<file path="src/rtl/man_pkg.sv">
// -----------------------------------------------------------------------------
// man_pkg
// Shared constants and types for the Mandelbrot coordinate generator.
//   FPW_DEF   : default fixed-point coordinate width
//   CW_DEF    : default resolution counter width
//   state_t   : generator FSM encoding (IDLE / RUN / DONE)
// -----------------------------------------------------------------------------
package man_pkg;

  localparam int FPW_DEF = 54;
  localparam int CW_DEF  = 12;

  typedef enum logic [1:0] {
    IDLE = 2'd0,
    RUN  = 2'd1,
    DONE = 2'd2
  } state_t;

endpackage

</file>
<file path="src/rtl/man_coord_gen.sv">
// -----------------------------------------------------------------------------
// man_coord_gen
// Walks a frame of hres x vres pixels in raster order, issuing one fixed-point
// (x, y) coordinate per valid/ready handshake to the downstream engine.
//
// Ports
//   clk, rst            : clock, asynchronous active-low reset
//   init                : start pulse; latches x0/y0/xs/ys/hres/vres
//   x0, y0, xs, ys      : top-left coordinate and per-pixel step (FPW bits)
//   hres, vres          : frame size in pixels (CW bits)
//   out_vld, out_rdy    : coordinate handshake
//   out_x, out_y        : current pixel coordinate
//   out_hcnt, out_vcnt  : current pixel column / row
//   done                : frame fully issued (held until next init)
//   npixels             : handshakes completed in the current frame
//   timer               : RUN-cycle count from init to done
//
// Build option
//   MAN_COORD_GEN_TIMER_EN : when defined, timer counts cycles spent in RUN;
//                            otherwise timer is constant 0.
// -----------------------------------------------------------------------------
module man_coord_gen
  import man_pkg::*;
#(
  parameter int FPW = FPW_DEF,
  parameter int CW  = CW_DEF
) (
  input  logic           clk,
  input  logic           rst,
  input  logic           init,
  input  logic [FPW-1:0] x0,
  input  logic [FPW-1:0] y0,
  input  logic [FPW-1:0] xs,
  input  logic [FPW-1:0] ys,
  input  logic [CW-1:0]  hres,
  input  logic [CW-1:0]  vres,
  output logic           out_vld,
  input  logic           out_rdy,
  output logic [FPW-1:0] out_x,
  output logic [FPW-1:0] out_y,
  output logic [CW-1:0]  out_hcnt,
  output logic [CW-1:0]  out_vcnt,
  output logic           done,
  output logic [31:0]    npixels,
  output logic [31:0]    timer
);

  localparam logic [CW-1:0] CNT_ONE = CW'(1);

  state_t state, state_nxt;

  // Parameters latched at init; live inputs are ignored until the next init.
  logic [FPW-1:0] x0_r, xs_r, ys_r;
  logic [CW-1:0]  hres_r, vres_r;

  logic xfer;
  logic last_col;
  logic last_row;
  logic empty_frame;

  assign out_vld     = (state == RUN);
  assign done        = (state == DONE);
  assign xfer        = out_vld && out_rdy;
  assign last_col    = (out_hcnt == hres_r - CNT_ONE);
  assign last_row    = (out_vcnt == vres_r - CNT_ONE);
  assign empty_frame = (hres == '0) || (vres == '0);

  always_ff @(posedge clk or negedge rst) begin
    if (!rst) state <= IDLE;
    else      state <= state_nxt;
  end

  // init has priority in every state, so a restart mid-frame drops any
  // coordinate that was being offered in the same cycle.
  always_comb begin
    state_nxt = state;
    if (init) begin
      state_nxt = empty_frame ? DONE : RUN;
    end else begin
      case (state)
        RUN:     if (xfer && last_col && last_row) state_nxt = DONE;
        default: state_nxt = state;
      endcase
    end
  end

  // Raster walk: step x along a row, then rewind x and step y at row end.
  // Additions wrap silently at FPW bits.
  always_ff @(posedge clk or negedge rst) begin
    if (!rst) begin
      x0_r     <= '0;
      xs_r     <= '0;
      ys_r     <= '0;
      hres_r   <= '0;
      vres_r   <= '0;
      out_x    <= '0;
      out_y    <= '0;
      out_hcnt <= '0;
      out_vcnt <= '0;
      npixels  <= '0;
    end else if (init) begin
      x0_r     <= x0;
      xs_r     <= xs;
      ys_r     <= ys;
      hres_r   <= hres;
      vres_r   <= vres;
      out_x    <= x0;
      out_y    <= y0;
      out_hcnt <= '0;
      out_vcnt <= '0;
      npixels  <= '0;
    end else if (xfer) begin
      npixels <= npixels + 32'd1;
      if (!last_col) begin
        out_hcnt <= out_hcnt + CNT_ONE;
        out_x    <= out_x + xs_r;
      end else if (!last_row) begin
        out_hcnt <= '0;
        out_x    <= x0_r;
        out_vcnt <= out_vcnt + CNT_ONE;
        out_y    <= out_y + ys_r;
      end
    end
  end

`ifdef MAN_COORD_GEN_TIMER_EN
  always_ff @(posedge clk or negedge rst) begin
    if (!rst)              timer <= '0;
    else if (init)         timer <= '0;
    else if (state == RUN) timer <= timer + 32'd1;
  end
`else
  assign timer = '0;
`endif

endmodule

</file>
<file path="config.mk">
export PLATFORM = sky130hd
export DESIGN_NAME = man_coord_gen
export DESIGN_NICKNAME = d
export VERILOG_FILES = /design/src/rtl/man_pkg.sv /design/src/rtl/man_coord_gen.sv
export SDC_FILE = /design/constraint.sdc
export NUM_CORES = 1
export LEC_CHECK = 0
export CELL_PAD_IN_SITES_DETAIL_PLACEMENT = 0
export CELL_PAD_IN_SITES_GLOBAL_PLACEMENT = 1
export CORE_MARGIN = 3
export CORE_UTILIZATION = 40
export CTS_CLUSTER_DIAMETER = 40
export DETAILED_ROUTE_END_ITERATION = 7
export MAX_ROUTING_LAYER = met4
export PLACE_DENSITY = 0.89
export SYNTH_ARGS = -nofsm -noshare
export SYNTH_HDL_FRONTEND = slang
export SYNTH_SLANG_ARGS = --single-unit
</file>
<file path="constraint.sdc">
create_clock -name clk -period 4.89 [get_ports clk]
set_input_delay 0.489 -clock clk [delete_from_list [all_inputs] [get_ports clk]]
set_output_delay 0.489 -clock clk [all_outputs]
set_load 0.03 [all_outputs]
</file>
==> impl_metrics.py <==
metrics = {
    "run_status": {
        "status": "finished clean",
    },
    "clock_network": {
        "insertion_delay_ps": 590,
        "ctsHtreeMaxLevel": 3,
        "cts.reportedPaths.clkPinSlew_ps": 60,
        "cts_made_buffers": 66,
        "root_buffer": "clkbuf_16",
        "cts_tree": "yes",
        "ctsResizeCount": 0,
        "cts_buffer_depth": 3,
        "clock-sinks": 352,
    },
    "worst_hold_path": {
        "min-delay-start": "init",
        "hp-class": "in -> reg",
    },
    "synthesis": {
        "synth-seq-cells": 352,
        "synth_most_common_cell": "dfrtp_1",
        "synth_area_um2": 22100,
        "syn_inst": 2424,
        "synth_cell_types": 84,
        "yosysTopAreaCellShare": 0.398,
        "synth_edf_count": 0,
        "avgSynthCellArea_um2": 9.12,
        "synth-main-ff-cell": "dfrtp_1",
        "synth.area.top_cells": "dfrtp_1 40%, mux2_2 7.3%, ha_1 6.3%",
        "ys_warn_count": 0,
        "async_flop_share": 1.00,
        "synth_common_cells": "352 x dfrtp_1, 252 x nand2_1, 221 x o21ai_0",
        "ys_seq_area_frac": 0.398,
        "synth_top_cell_by_area": "dfrtp_1",
    },
    "route": {
        "routed_via_density": 5.65,
        "drc": 0,
        "via_count": 20100,
        "final_antenna_net_count": 0,
        "drtIter0Drc": 1546,
        "drt-wirelength-per-cell_um": 20.3,
        "dr.pass1.iters": 5,
        "routed_wl_mm": 72.1,
    },
    "sta": {
        "setup_viol": 0,
        "tightestPinTransition_ps": 942,
        "clock.fmax_mhz": 242,
        "hold_violations": 0,
        "finalCritPeriodShare": 0.846,
        "finalSetupTns_ps": 0,
        "period_needed_ps": 4140,
        "slew_viol_final": 0,
        "holdWs_ps": 400,
        "fin_skew_ps": 28.1,
        "grt_setup_unrepaired": "false",
        "slew_headroom": 0.372,
    },
    "worst_setup_path": {
        "crit_fanout": 5,
        "worstSetupPathType": "reg -> reg",
        "crit_chain": "ha_1 > fa_1 > a21o_1 > a221oi_1 > o211ai_1 > and4_1 > o211a_1 > o21ai_0 > a211oi_1 > o21ai_0 > nor4_1 > or3_1",
        "critPathLaunch": "out_x[0]$_DFFE_PN0P_",
        "critical_path_buf_inv_count": 0,
        "max_stage_delay_ps": 520,
        "reg2reg_from": "out_x[0]$_DFFE_PN0P_",
        "end_kind": "flop",
        "crit_arrival_ps": 4580,
        "start_kind": "flop",
        "crit_family": "compound AO/OA/AOI/OAI gates",
        "cp.required_ps": 5330,
        "crit_slowest_cell": "o21ai_0",
        "critPathMostFrequentCell": "o21ai_0",
        "rrSetupSlack_ps": 750,
    },
    "layout": {
        "syn_to_final_growth_pct": 31.3,
        "final_util": 0.535,
        "multiInputGateArea_um2": 12400,
        "layout-drive-gt1-share": 0.108,
        "layout.nets": 3152,
        "final.fill_count": 4875,
        "layout.cells.non_filler": 3552,
        "seqCellArea_um2": 8810,
    },
    "global_route": {
        "overflow": 0,
        "first_global_vias": 20100,
        "grt_pass1_wl_mm": 112,
        "grt_max_degree": 114,
        "grtUsageTotal": 0.250,
        "antenna_found_initial": 7,
    },
    "power": {
        "leakage_uw": 0.0124,
        "pwr_density_cell_nw_per_um2": 403,
        "peakVddDrop_uv": 314,
    },
    "die": {
        "design.core.area_um2": 54200,
        "die-area_um2": 58200,
        "rows": 85,
        "die_w_um": 241,
        "initial_core_util": 0.408,
        "design.portCount": 442,
        "die_h_um": 241,
    },
    "flow_run": {
        "max_cap_viol_count": 0,
    },
    "placed_design": {
        "port_buffers": 409,
        "dp_cells": 3422,
        "gp_congestion": 0.956,
        "dp_hpwl_mm": 53.3,
    },
}
metrics by stage:
step | worst slack (ps) | instance area (um^2) | power [uW]
after floorplan | 1320 | 22200 | 5660
after global placement | 855 | 26600 | 6790
after detailed placement | 796 | 26600 | 6810
after CTS | 779 | 29000 | 11800
after global routing | 351 | 29000 | 12300
final | 753 | 29000 | 11700
sequential cells by signal (all words and copies together) (netlist names):
signal,cells
npixels,32
ys_r,54
out_hcnt,12
out_x,54
xs_r,54
state,2
hres_r,12
out_y,54
out_vcnt,12
x0_r,54
vres_r,12
area by class of cell:
| cell class | count | share of cell area |
|---|---|---|
| clock buffers | 84 | 0.0645 |
| multi-input cells | 1871 | 0.427 |
| inverters | 77 | 0.00995 |
| clock inverters | 37 | 0.0181 |
| repair buffers | 427 | 0.147 |
| flip-flops and latches | 352 | 0.303 |
| well taps | 696 | 0.0300 |
| diodes | 8 | 0.000689 |
cells by family after synthesis:
logic type | after synthesis | share of synthesized area
AND/OR/NAND/NOR | 712 | 0.154
adder cells (fa/ha/maj) | 113 | 0.0646
AO/OA/AOI/OAI | 704 | 0.196
XOR/XNOR | 151 | 0.0598
multiplexers | 159 | 0.0800
flip-flops | 352 | 0.398
buffers and inverters | 232 | 0.0473
other | 1 | 0.000170
final timing paths:
path                                         end  cells after the start
max                        out_x[46]$_DFFE_PN0P_                     12
min                         x0_r[32]$_DFFE_PN0P_                      2
max reg2reg                out_x[46]$_DFFE_PN0P_                     12
min reg2reg                 x0_r[53]$_DFFE_PN0P_                      1
max in group asynchronous    xs_r[5]$_DFFE_PN0P_                      3
min in group asynchronous  out_x[43]$_DFFE_PN0P_                      2
power by group:
part           internal [uW]  total (uW)  switching (uW)  leakage, uW
clock                   3220        4880            1660      0.00116
combinational           1420        3360            1940      0.00692
sequential              3190        3460             271      0.00429
total                   7830       11700            3870       0.0124
worst reg2reg max path: cells and delay by family (launching register included):
kind | cells | cell delay, ps
flops | 1 | 400
compound gates | 7 | 2270
simple gates | 3 | 690
fa+ha+maj | 2 | 640
placed cells by master, fill, tap and decap left out, types with 16 or more instances in the layout:
| cell | count |
|---|---|
| clkdlybuf4s50_1 | 407 |
| dfrtp_1 | 352 |
| nand2_1 | 250 |
| o21ai_0 | 221 |
| a21oi_1 | 208 |
| nor2_1 | 162 |
| mux2_2 | 143 |
| ha_1 | 111 |
| inv_1 | 76 |
| xnor2_1 | 76 |
| xor2_1 | 75 |
| nand3_1 | 73 |
| clkbuf_16 | 69 |
| a21o_1 | 54 |
| nand4_1 | 37 |
| and3_1 | 34 |
| conb_1 | 32 |
| nor3_1 | 29 |
| o21bai_1 | 26 |
| a211oi_1 | 25 |
| a31oi_1 | 25 |
| or3_1 | 24 |
| o211ai_1 | 24 |
| mux2i_1 | 16 |
| and2_1 | 16 |
repair_timing:
action                    in CTS  in global routing
hold endpoints to repair      72                  0
buffers inserted               0                  0
hold buffers                   1                  0
per-layer routing:
metal	GRT usage	part of all wire	vias up	wire (um)
met2	0.412	0.48	666	34900
met1	0.319	0.43	9828	31200
met3	0.0462	0.063	109	4510
li1	-	-	9454	-
met5	-	0	-	0
met4	0.0634	0.021	0	1500
Note: power is estimated with default switching activity, not from simulation.
